### config.mk
export PLATFORM = sky130hd
export DESIGN_NAME = dco_phase_accum_flat
export DESIGN_NICKNAME = d
export VERILOG_FILES = /design/src/rtl/dco_phase_accum_pkg.sv /design/src/rtl/dco_phase_accum_if.sv /design/src/rtl/dco_phase_accum_inc_calc.sv /design/src/rtl/dco_phase_accum.sv /design/src/flat_wrapper.sv
export SDC_FILE = /design/constraint.sdc
export NUM_CORES = 1
export LEC_CHECK = 0
export BUFFER_PORTS_ARGS = -buffer_cell sky130_fd_sc_hd__buf_2
export CORE_UTILIZATION = 30
export CTS_BUF_LIST = sky130_fd_sc_hd__clkbuf_16
export DETAILED_ROUTE_END_ITERATION = 7
export PLACE_DENSITY_LB_ADDON = 0.1
export SETUP_SLACK_MARGIN = 0.3
export SLEW_MARGIN = 5
export SYNTH_ARGS = -nofsm -noshare
export SYNTH_HDL_FRONTEND = slang
export SYNTH_SLANG_ARGS = --single-unit
### constraint.sdc
create_clock -name refclk -period 2.8 [get_ports refclk]
set_input_delay 0.42 -clock refclk [delete_from_list [all_inputs] [get_ports refclk]]
set_output_delay 0.42 -clock refclk [all_outputs]
set_load 0.1 [all_outputs]
### src/rtl/dco_phase_accum_pkg.sv
// Shared types, width helpers and 100 MHz-reference defaults for the DCO phase-accumulator model.
package dco_model_pkg;

  typedef enum logic [1:0] {
    IDLE   = 2'd0,
    SETTLE = 2'd1,
    RUN    = 2'd2
  } dco_state_e;

  // F0 is 40.0 DCO cycles per ref edge in Q16.16, i.e. 4 GHz at a 100 MHz reference.
  localparam longint F0_WORD_100M   = 64'd2621440;
  localparam int     KDCO_WORD_100M = 3;

  function automatic int acc_width(int int_w, int frac_w);
    return int_w + frac_w;
  endfunction

  function automatic int ph_width(int int_w, int num_stages);
    return int_w + $clog2(2 * num_stages);
  endfunction

endpackage

### src/rtl/dco_phase_accum_if.sv
// Control-in / phase-out bundle between the loop filter, the DCO model and the TDC model.
interface dco_phase_accum_if #(
  parameter int DCTRL_W = 12,
  parameter int ACC_W   = 32,
  parameter int PH_W    = 19
);
  logic                      en;
  logic signed [DCTRL_W-1:0] dctrl;
  logic [ACC_W-1:0]          phase_acc;
  logic [PH_W-1:0]           dco_phase;
  logic [ACC_W-1:0]          phase_inc;
  logic                      valid;
  logic                      sat;

  modport master (output en, dctrl, input phase_acc, dco_phase, phase_inc, valid, sat);
  modport slave  (input en, dctrl, output phase_acc, dco_phase, phase_inc, valid, sat);
endinterface

### src/rtl/dco_phase_accum_inc_calc.sv
// Control word to phase increment: clamp dctrl, apply F0 + KDCO*dctrl, floor at 0, clip to ACC_W.
module dco_inc_calc #(
  parameter int     DCTRL_W   = 12,
  parameter int     ACC_W     = 32,
  parameter longint F0_WORD   = 2621440,
  parameter int     KDCO_WORD = 3,
  parameter int     DCTRL_MIN = -1000,
  parameter int     DCTRL_MAX = 1000
) (
  input  logic signed [DCTRL_W-1:0] dctrl,
  output logic [ACC_W-1:0]          inc,
  output logic                      sat
);

  localparam int W = ACC_W + DCTRL_W + 2;

  localparam logic signed [W-1:0] MIN_X   = W'(DCTRL_MIN);
  localparam logic signed [W-1:0] MAX_X   = W'(DCTRL_MAX);
  localparam logic signed [W-1:0] F0_X    = W'(F0_WORD);
  localparam logic signed [W-1:0] K_X     = W'(KDCO_WORD);
  localparam logic signed [W-1:0] INC_MAX = (W'(1) << ACC_W) - W'(1);

  logic signed [W-1:0] dctrl_x;
  logic signed [W-1:0] dsat_x;
  logic signed [W-1:0] inc_raw;
  logic signed [W-1:0] inc_c;
  logic                clamp_hit;
  logic                range_hit;

  assign dctrl_x = W'(dctrl);

  always_comb begin
    dsat_x    = dctrl_x;
    clamp_hit = 1'b0;
    if (dctrl_x < MIN_X) begin
      dsat_x    = MIN_X;
      clamp_hit = 1'b1;
    end else if (dctrl_x > MAX_X) begin
      dsat_x    = MAX_X;
      clamp_hit = 1'b1;
    end
  end

  assign inc_raw = F0_X + K_X * dsat_x;

  always_comb begin
    inc_c     = inc_raw;
    range_hit = 1'b0;
    if (inc_raw < 0) begin
      inc_c     = '0;
      range_hit = 1'b1;
    end else if (inc_raw > INC_MAX) begin
      inc_c     = INC_MAX;
      range_hit = 1'b1;
    end
  end

  assign inc = inc_c[ACC_W-1:0];
  assign sat = clamp_hit | range_hit;

endmodule

### src/rtl/dco_phase_accum.sv
// Fixed-point DCO phase accumulator with enable/settle FSM; reports wrapped phase in half-stage units.
module dco_phase_accum
  import dco_model_pkg::*;
#(
  parameter int     DCTRL_W    = 12,
  parameter int     INT_W      = 16,
  parameter int     FRAC_W     = 16,
  parameter int     NUM_STAGES = 4,
  parameter longint F0_WORD    = F0_WORD_100M,
  parameter int     KDCO_WORD  = KDCO_WORD_100M,
  parameter int     DCTRL_MIN  = -1000,
  parameter int     DCTRL_MAX  = 1000,
  parameter int     SETTLE_CYC = 2
) (
  input  logic             refclk,
  input  logic             resetn,
  dco_phase_accum_if.slave bus
);

  localparam int ACC_W = acc_width(INT_W, FRAC_W);
  localparam int PH_W  = ph_width(INT_W, NUM_STAGES);
  localparam int L     = $clog2(2 * NUM_STAGES);
  localparam int CNT_W = (SETTLE_CYC > 1) ? $clog2(SETTLE_CYC) : 1;
  localparam logic [CNT_W-1:0] CNT_LAST = (SETTLE_CYC > 0) ? CNT_W'(SETTLE_CYC - 1) : '0;

  dco_state_e       state_q, state_d;
  logic [CNT_W-1:0] cnt_q, cnt_d;
  logic [ACC_W-1:0] phase_acc_q, phase_acc_d;
  logic [PH_W-1:0]  dco_phase_q, dco_phase_d;
  logic [ACC_W-1:0] phase_inc_q, phase_inc_d;
  logic             valid_q, valid_d;
  logic             sat_q, sat_d;

  logic [ACC_W-1:0]   inc;
  logic               inc_sat;
  logic               accum;
  logic [ACC_W+L-1:0] scaled;

  dco_inc_calc #(
    .DCTRL_W  (DCTRL_W),
    .ACC_W    (ACC_W),
    .F0_WORD  (F0_WORD),
    .KDCO_WORD(KDCO_WORD),
    .DCTRL_MIN(DCTRL_MIN),
    .DCTRL_MAX(DCTRL_MAX)
  ) u_inc (
    .dctrl(bus.dctrl),
    .inc  (inc),
    .sat  (inc_sat)
  );

  always_comb begin
    state_d     = state_q;
    cnt_d       = cnt_q;
    phase_acc_d = phase_acc_q;
    dco_phase_d = dco_phase_q;
    phase_inc_d = phase_inc_q;
    valid_d     = valid_q;
    sat_d       = sat_q;
    accum       = 1'b0;
    scaled      = '0;
    if (!bus.en) begin
      state_d     = IDLE;
      cnt_d       = '0;
      phase_acc_d = '0;
      dco_phase_d = '0;
      phase_inc_d = '0;
      valid_d     = 1'b0;
      sat_d       = 1'b0;
    end else begin
      unique case (state_q)
        IDLE: begin
          state_d = (SETTLE_CYC > 0) ? SETTLE : RUN;
          cnt_d   = '0;
        end
        SETTLE: begin
          accum = 1'b1;
          cnt_d = cnt_q + CNT_W'(1);
          if (cnt_q == CNT_LAST) state_d = RUN;
        end
        RUN:     accum = 1'b1;
        default: state_d = IDLE;
      endcase
      if (accum) begin
        phase_acc_d = phase_acc_q + inc;
        phase_inc_d = inc;
        sat_d       = inc_sat;
        // 2*NUM_STAGES is a power of two, so the scale is a shift and wraps with phase_acc.
        scaled      = {phase_acc_d, {L{1'b0}}};
        dco_phase_d = scaled[ACC_W+L-1:FRAC_W];
        valid_d     = (state_d == RUN);
      end
    end
  end

  always_ff @(posedge refclk or negedge resetn) begin
    if (!resetn) begin
      state_q     <= IDLE;
      cnt_q       <= '0;
      phase_acc_q <= '0;
      dco_phase_q <= '0;
      phase_inc_q <= '0;
      valid_q     <= 1'b0;
      sat_q       <= 1'b0;
    end else begin
      state_q     <= state_d;
      cnt_q       <= cnt_d;
      phase_acc_q <= phase_acc_d;
      dco_phase_q <= dco_phase_d;
      phase_inc_q <= phase_inc_d;
      valid_q     <= valid_d;
      sat_q       <= sat_d;
    end
  end

  assign bus.phase_acc = phase_acc_q;
  assign bus.dco_phase = dco_phase_q;
  assign bus.phase_inc = phase_inc_q;
  assign bus.valid     = valid_q;
  assign bus.sat       = sat_q;

endmodule

### src/flat_wrapper.sv
// flat-port wrapper written by rule: the top's interface ports become plain ports
module dco_phase_accum_flat import dco_model_pkg::*;
#(
  parameter int     DCTRL_W    = 12,
  parameter int     INT_W      = 16,
  parameter int     FRAC_W     = 16,
  parameter int     NUM_STAGES = 4,
  parameter longint F0_WORD    = F0_WORD_100M,
  parameter int     KDCO_WORD  = KDCO_WORD_100M,
  parameter int     DCTRL_MIN  = -1000,
  parameter int     DCTRL_MAX  = 1000,
  parameter int     SETTLE_CYC = 2
)
  (refclk, resetn, bus_en, bus_dctrl, bus_phase_acc, bus_dco_phase, bus_phase_inc, bus_valid, bus_sat);
  dco_phase_accum_if #(.DCTRL_W(DCTRL_W), .ACC_W(32), .PH_W(19)) bus_i ();
  input  logic refclk;
  input  logic resetn;
  input wire logic [$bits(bus_i.en)-1:0] bus_en;
  input wire logic [$bits(bus_i.dctrl)-1:0] bus_dctrl;
  output wire logic [$bits(bus_i.phase_acc)-1:0] bus_phase_acc;
  output wire logic [$bits(bus_i.dco_phase)-1:0] bus_dco_phase;
  output wire logic [$bits(bus_i.phase_inc)-1:0] bus_phase_inc;
  output wire logic [$bits(bus_i.valid)-1:0] bus_valid;
  output wire logic [$bits(bus_i.sat)-1:0] bus_sat;
  assign bus_i.en = bus_en;
  assign bus_i.dctrl = bus_dctrl;
  assign bus_phase_acc = bus_i.phase_acc;
  assign bus_dco_phase = bus_i.dco_phase;
  assign bus_phase_inc = bus_i.phase_inc;
  assign bus_valid = bus_i.valid;
  assign bus_sat = bus_i.sat;
  dco_phase_accum #(.DCTRL_W(DCTRL_W), .INT_W(INT_W), .FRAC_W(FRAC_W), .NUM_STAGES(NUM_STAGES), .F0_WORD(F0_WORD), .KDCO_WORD(KDCO_WORD), .DCTRL_MIN(DCTRL_MIN), .DCTRL_MAX(DCTRL_MAX), .SETTLE_CYC(SETTLE_CYC)) u_core (.refclk(refclk), .resetn(resetn), .bus(bus_i));
endmodule
==> results.tsv <==
metric	value	unit
Post-DP Area	6601	um2
largest net degree at the start of global routing	59	
crit path max fanout	5	
Clock Sink Count	58	
Initial Util	30.76	%
syn avg cell area	8.618	um2
Max-Slew Margin vs Limit	44.38	%
average wire per standard cell	16.43	um
Post-synth EDFFs	0	
routed length on met1	7318	um
initial antenna violation count	0	
YS warnings	0	
worst endpoint required time	3.07	ns
Synth area leader	dfrtp_1	
Routed WL	16650	um
clk root buf	clkbuf_16	
Buffers & Inverters on Critical Path	3	
leak pwr	3.746	nW
VDD IR max	0.0004399	V
Final setup viols	43	
Max stage delay on crit path	0.50	ns
Top Layer Used	met4	
CP Launch Type	input pin	
Seq/Total Area, Yosys	29.60	%
CTS tree	built	
met2 wire length	8431	um
FILL cells	1511	
H-tree depth	3	
Worst Setup End Kind	register	
num ports	100	
minimum clock period	4.706	ns
asr flop ratio synth	100.0	%
Crit path arrival time	4.98	ns
violated checks	negative setup slack	
Port-buffer cells	88	
die area	16860	um2
final net count	861	
starting DRC count in detailed routing	159	
max_cap viols	0	
GRT Overall Usage	20.82	%
vias in the first global route	5210	
critical path's slowest cell	or4_1	
Setup Skew	0.01061	ns
Worst Hold Class	in -> async	
synthesis-to-layout area growth	64.05	%
final weighted congestion in routability-driven placement	0.8858	
final number of max-transition violations	0	
Distinct cells, synth	63	
Seq cells post-synth	58	
Synth area leaders	dfrtp_1 (30%), ha_1 (13%), a21oi_1 (5.3%), buf_4 (4.6%), xnor2_1 (3.6%)	
CTS clk-pin slew, worst paths	0.06	ns
DRC Markers	0	
top_reg_cell synth	dfrtp_1	
Syn Inst Count	569	
critical path's top delay family	compound AO/OA/AOI/OAI gates	
maximum buffer depth of the clock tree	2	
Diodes inserted	0	
RSZ-0062 raised after global routing	yes	
Final Cell Area	8044	um2
most frequent CP cell	ha_4	
Die Ht	129.8	um
worst-margin pin slew	0.8344	ns
Core Rows	46	
Die X	129.8	um
fin crit share	168.1	%
share of layout cells above drive strength 1	52.57	%
TritonCTS Buffers	9	
FMAX	212.5	MHz
crit path kind	in -> reg	
worst setup margin	-1.906	ns
grt ovf	0	
top-area cell type share of the netlist area	29.60	%
CP cell instances	buf_6, o31a_1, o2111ai_2, a21oi_4, nand2b_4, or2_4, ha_4, ha_4, inv_2, fa_2, nor2b_1, o21a_1, o21ai_2, nand2b_1, a21oi_2, xnor2_2, ha_4, and4_4, o2111ai_4, a211oi_4, nor3_4, buf_6, or4_1, a21oi_1	
status	complete, but fails checks	
Core ar.	15940	um2
Final ANT Viol Nets	0	
WL met3	585	um
first-pass GRT wire length	26770	um
Hold Fails Final Rpt	0	
Mapped Area	4903	um2
TritonRoute pass-1 iters	4	
hpwl dp	11870	um
routed vias/inst	4.995	
Power Dens Cells	832.1	nW/um2
clock latency on the worst-skew pair	0.34	ns
vias	5060	
Fin Setup TNS	-49.98	ns
-- worst register-to-register path, delay by kind of cell, from the launching register on --
family | cells | cell delay (ns)
compound gates | 3 | 0.54
fa+ha+maj | 2 | 0.52
buf+inv | 2 | 0.22
flops | 1 | 0.41
simple gates | 3 | 0.69
-- logic make-up after synthesis --
logic type | after synthesis | share of synthesized area [%]
buffers and inverters | 75 | 8.089
adder cells (fa/ha/maj) | 55 | 14.44
multiplexers | 16 | 3.292
AND/OR/NAND/NOR | 182 | 19.16
AO/OA/AOI/OAI | 158 | 21.05
other | 1 | 0.07648
flip-flops | 58 | 29.60
XOR/XNOR | 24 | 4.287
-- state kept, by name, indices dropped and copies added (netlist names) --
| signal | flops |
|---|---|
| u_core.bus.phase_inc | 21 |
| u_core.bus.dco_phase | 19 |
| u_core.bus.phase_acc | 13 |
| u_core.state_q | 2 |
| u_core.bus.sat | 1 |
| u_core.bus.valid | 1 |
| u_core.cnt_q | 1 |
-- cell usage in the layout, fill, tap and decap left out, types with 7 or more instances in the layout --
cell and n:
o31ai_1 10, nor2_1 37, inv_1 14, conb_1 11, clkbuf_16 9, o211ai_1 11, nand4_1 9, xnor2_1 10
buf_6 24, mux2i_1 15, a21oi_1 27, nor3_1 7, inv_2 7, nand3_1 9, ha_1 17, buf_2 85
buf_4 144, a21oi_2 20, o21ai_0 12, or4_1 7, xnor2_2 7, dfrtp_1 58, nand2_1 42, ha_4 32
o21a_1 8, o21ai_1 8, and3_1 10
-- timing repair --
action | 4_1_cts | 5_1_grt
gates cloned | 3 | 0
hold buffers | 0 | 0
buffers inserted | 34 | 6
gates resized for setup | 119 | 23
setup endpoints to repair | 46 | 46
pin swaps | 105 | 12
-- path summary, 6_finish.rpt --
| kind | start | to | cells past startpoint | slack (ns) |
|---|---|---|---|---|
| setup / recovery | bus_dctrl[2] | u_core.bus.dco_phase[14]$_DFFE_PN0P_ | 24 | -1.91 |
| hold / removal | resetn | u_core.bus.phase_inc[19]$_DFFE_PN0P_ | 2 | 0.27 |
| setup reg to reg | u_core.bus.phase_acc[0]$_DFFE_PN0P_ | u_core.bus.dco_phase[9]$_DFFE_PN0P_ | 10 | 0.33 |
| hold reg to reg | u_core.bus.phase_inc[21]$_DFFE_PN0P_ | u_core.bus.phase_inc[21]$_DFFE_PN0P_ | 2 | 0.50 |
| max in group asynchronous | resetn | u_core.bus.phase_inc[4]$_DFFE_PN0P_ | 2 | 1.99 |
| min in group refclk | bus_dctrl[0] | u_core.bus.phase_inc[0]$_DFFE_PN0P_ | 3 | 0.45 |
-- synth_stat cells (all sizes together), types with 10 or more instances --
master  count
dfrtp      58
a21oi      52
ha         51
nand2      45
nor2       44
buf        37
o21ai      27
inv        22
xnor2      20
clkbuf     16
mux2i      15
nand3      13
and3       11
o211ai     11
o21a       10
o31ai      10
-- where the power goes --
part | switching [mW] | internal (mW)
combinational | 2.61 | 1.64
clock | 0.456 | 0.879
sequential | 0.157 | 0.957
-- metrics by stage --
step	total power [mW]	std cells	utilization, %	hold WS, ns	setup slack (ns)
after detailed placement	4.613	954	41.41	0.4817	-2.477
after floorplan	3.612	579	-	0.1244	-2.060
after global placement	4.583	954	41.41	0.4762	-2.410
final	6.693	1013	50.46	0.2748	-1.906
after global routing	7.058	1013	50.46	0.3485	-2.089
after CTS	6.585	1007	49.13	0.3011	-1.863
-- layer usage --
layer  global-route usage (%)  vias up
met1                    24.75     2458
li1                         -     2484
met2                    37.37      100
met5                        0        -
met4                    7.182        0
met3                    4.018       18
-- final cells by class --
class	count	area, um2	share of cell area, %
clock buffers	9	225.2	2.800
clock inverters	7	125.1	1.555
inverters	22	85.08	1.058
multi-input cells	448	4110	51.10
flip-flops and latches	58	1451	18.04
well taps	216	270.3	3.360
repair buffers	253	1777	22.09
(Power assumes the default switching activity.)
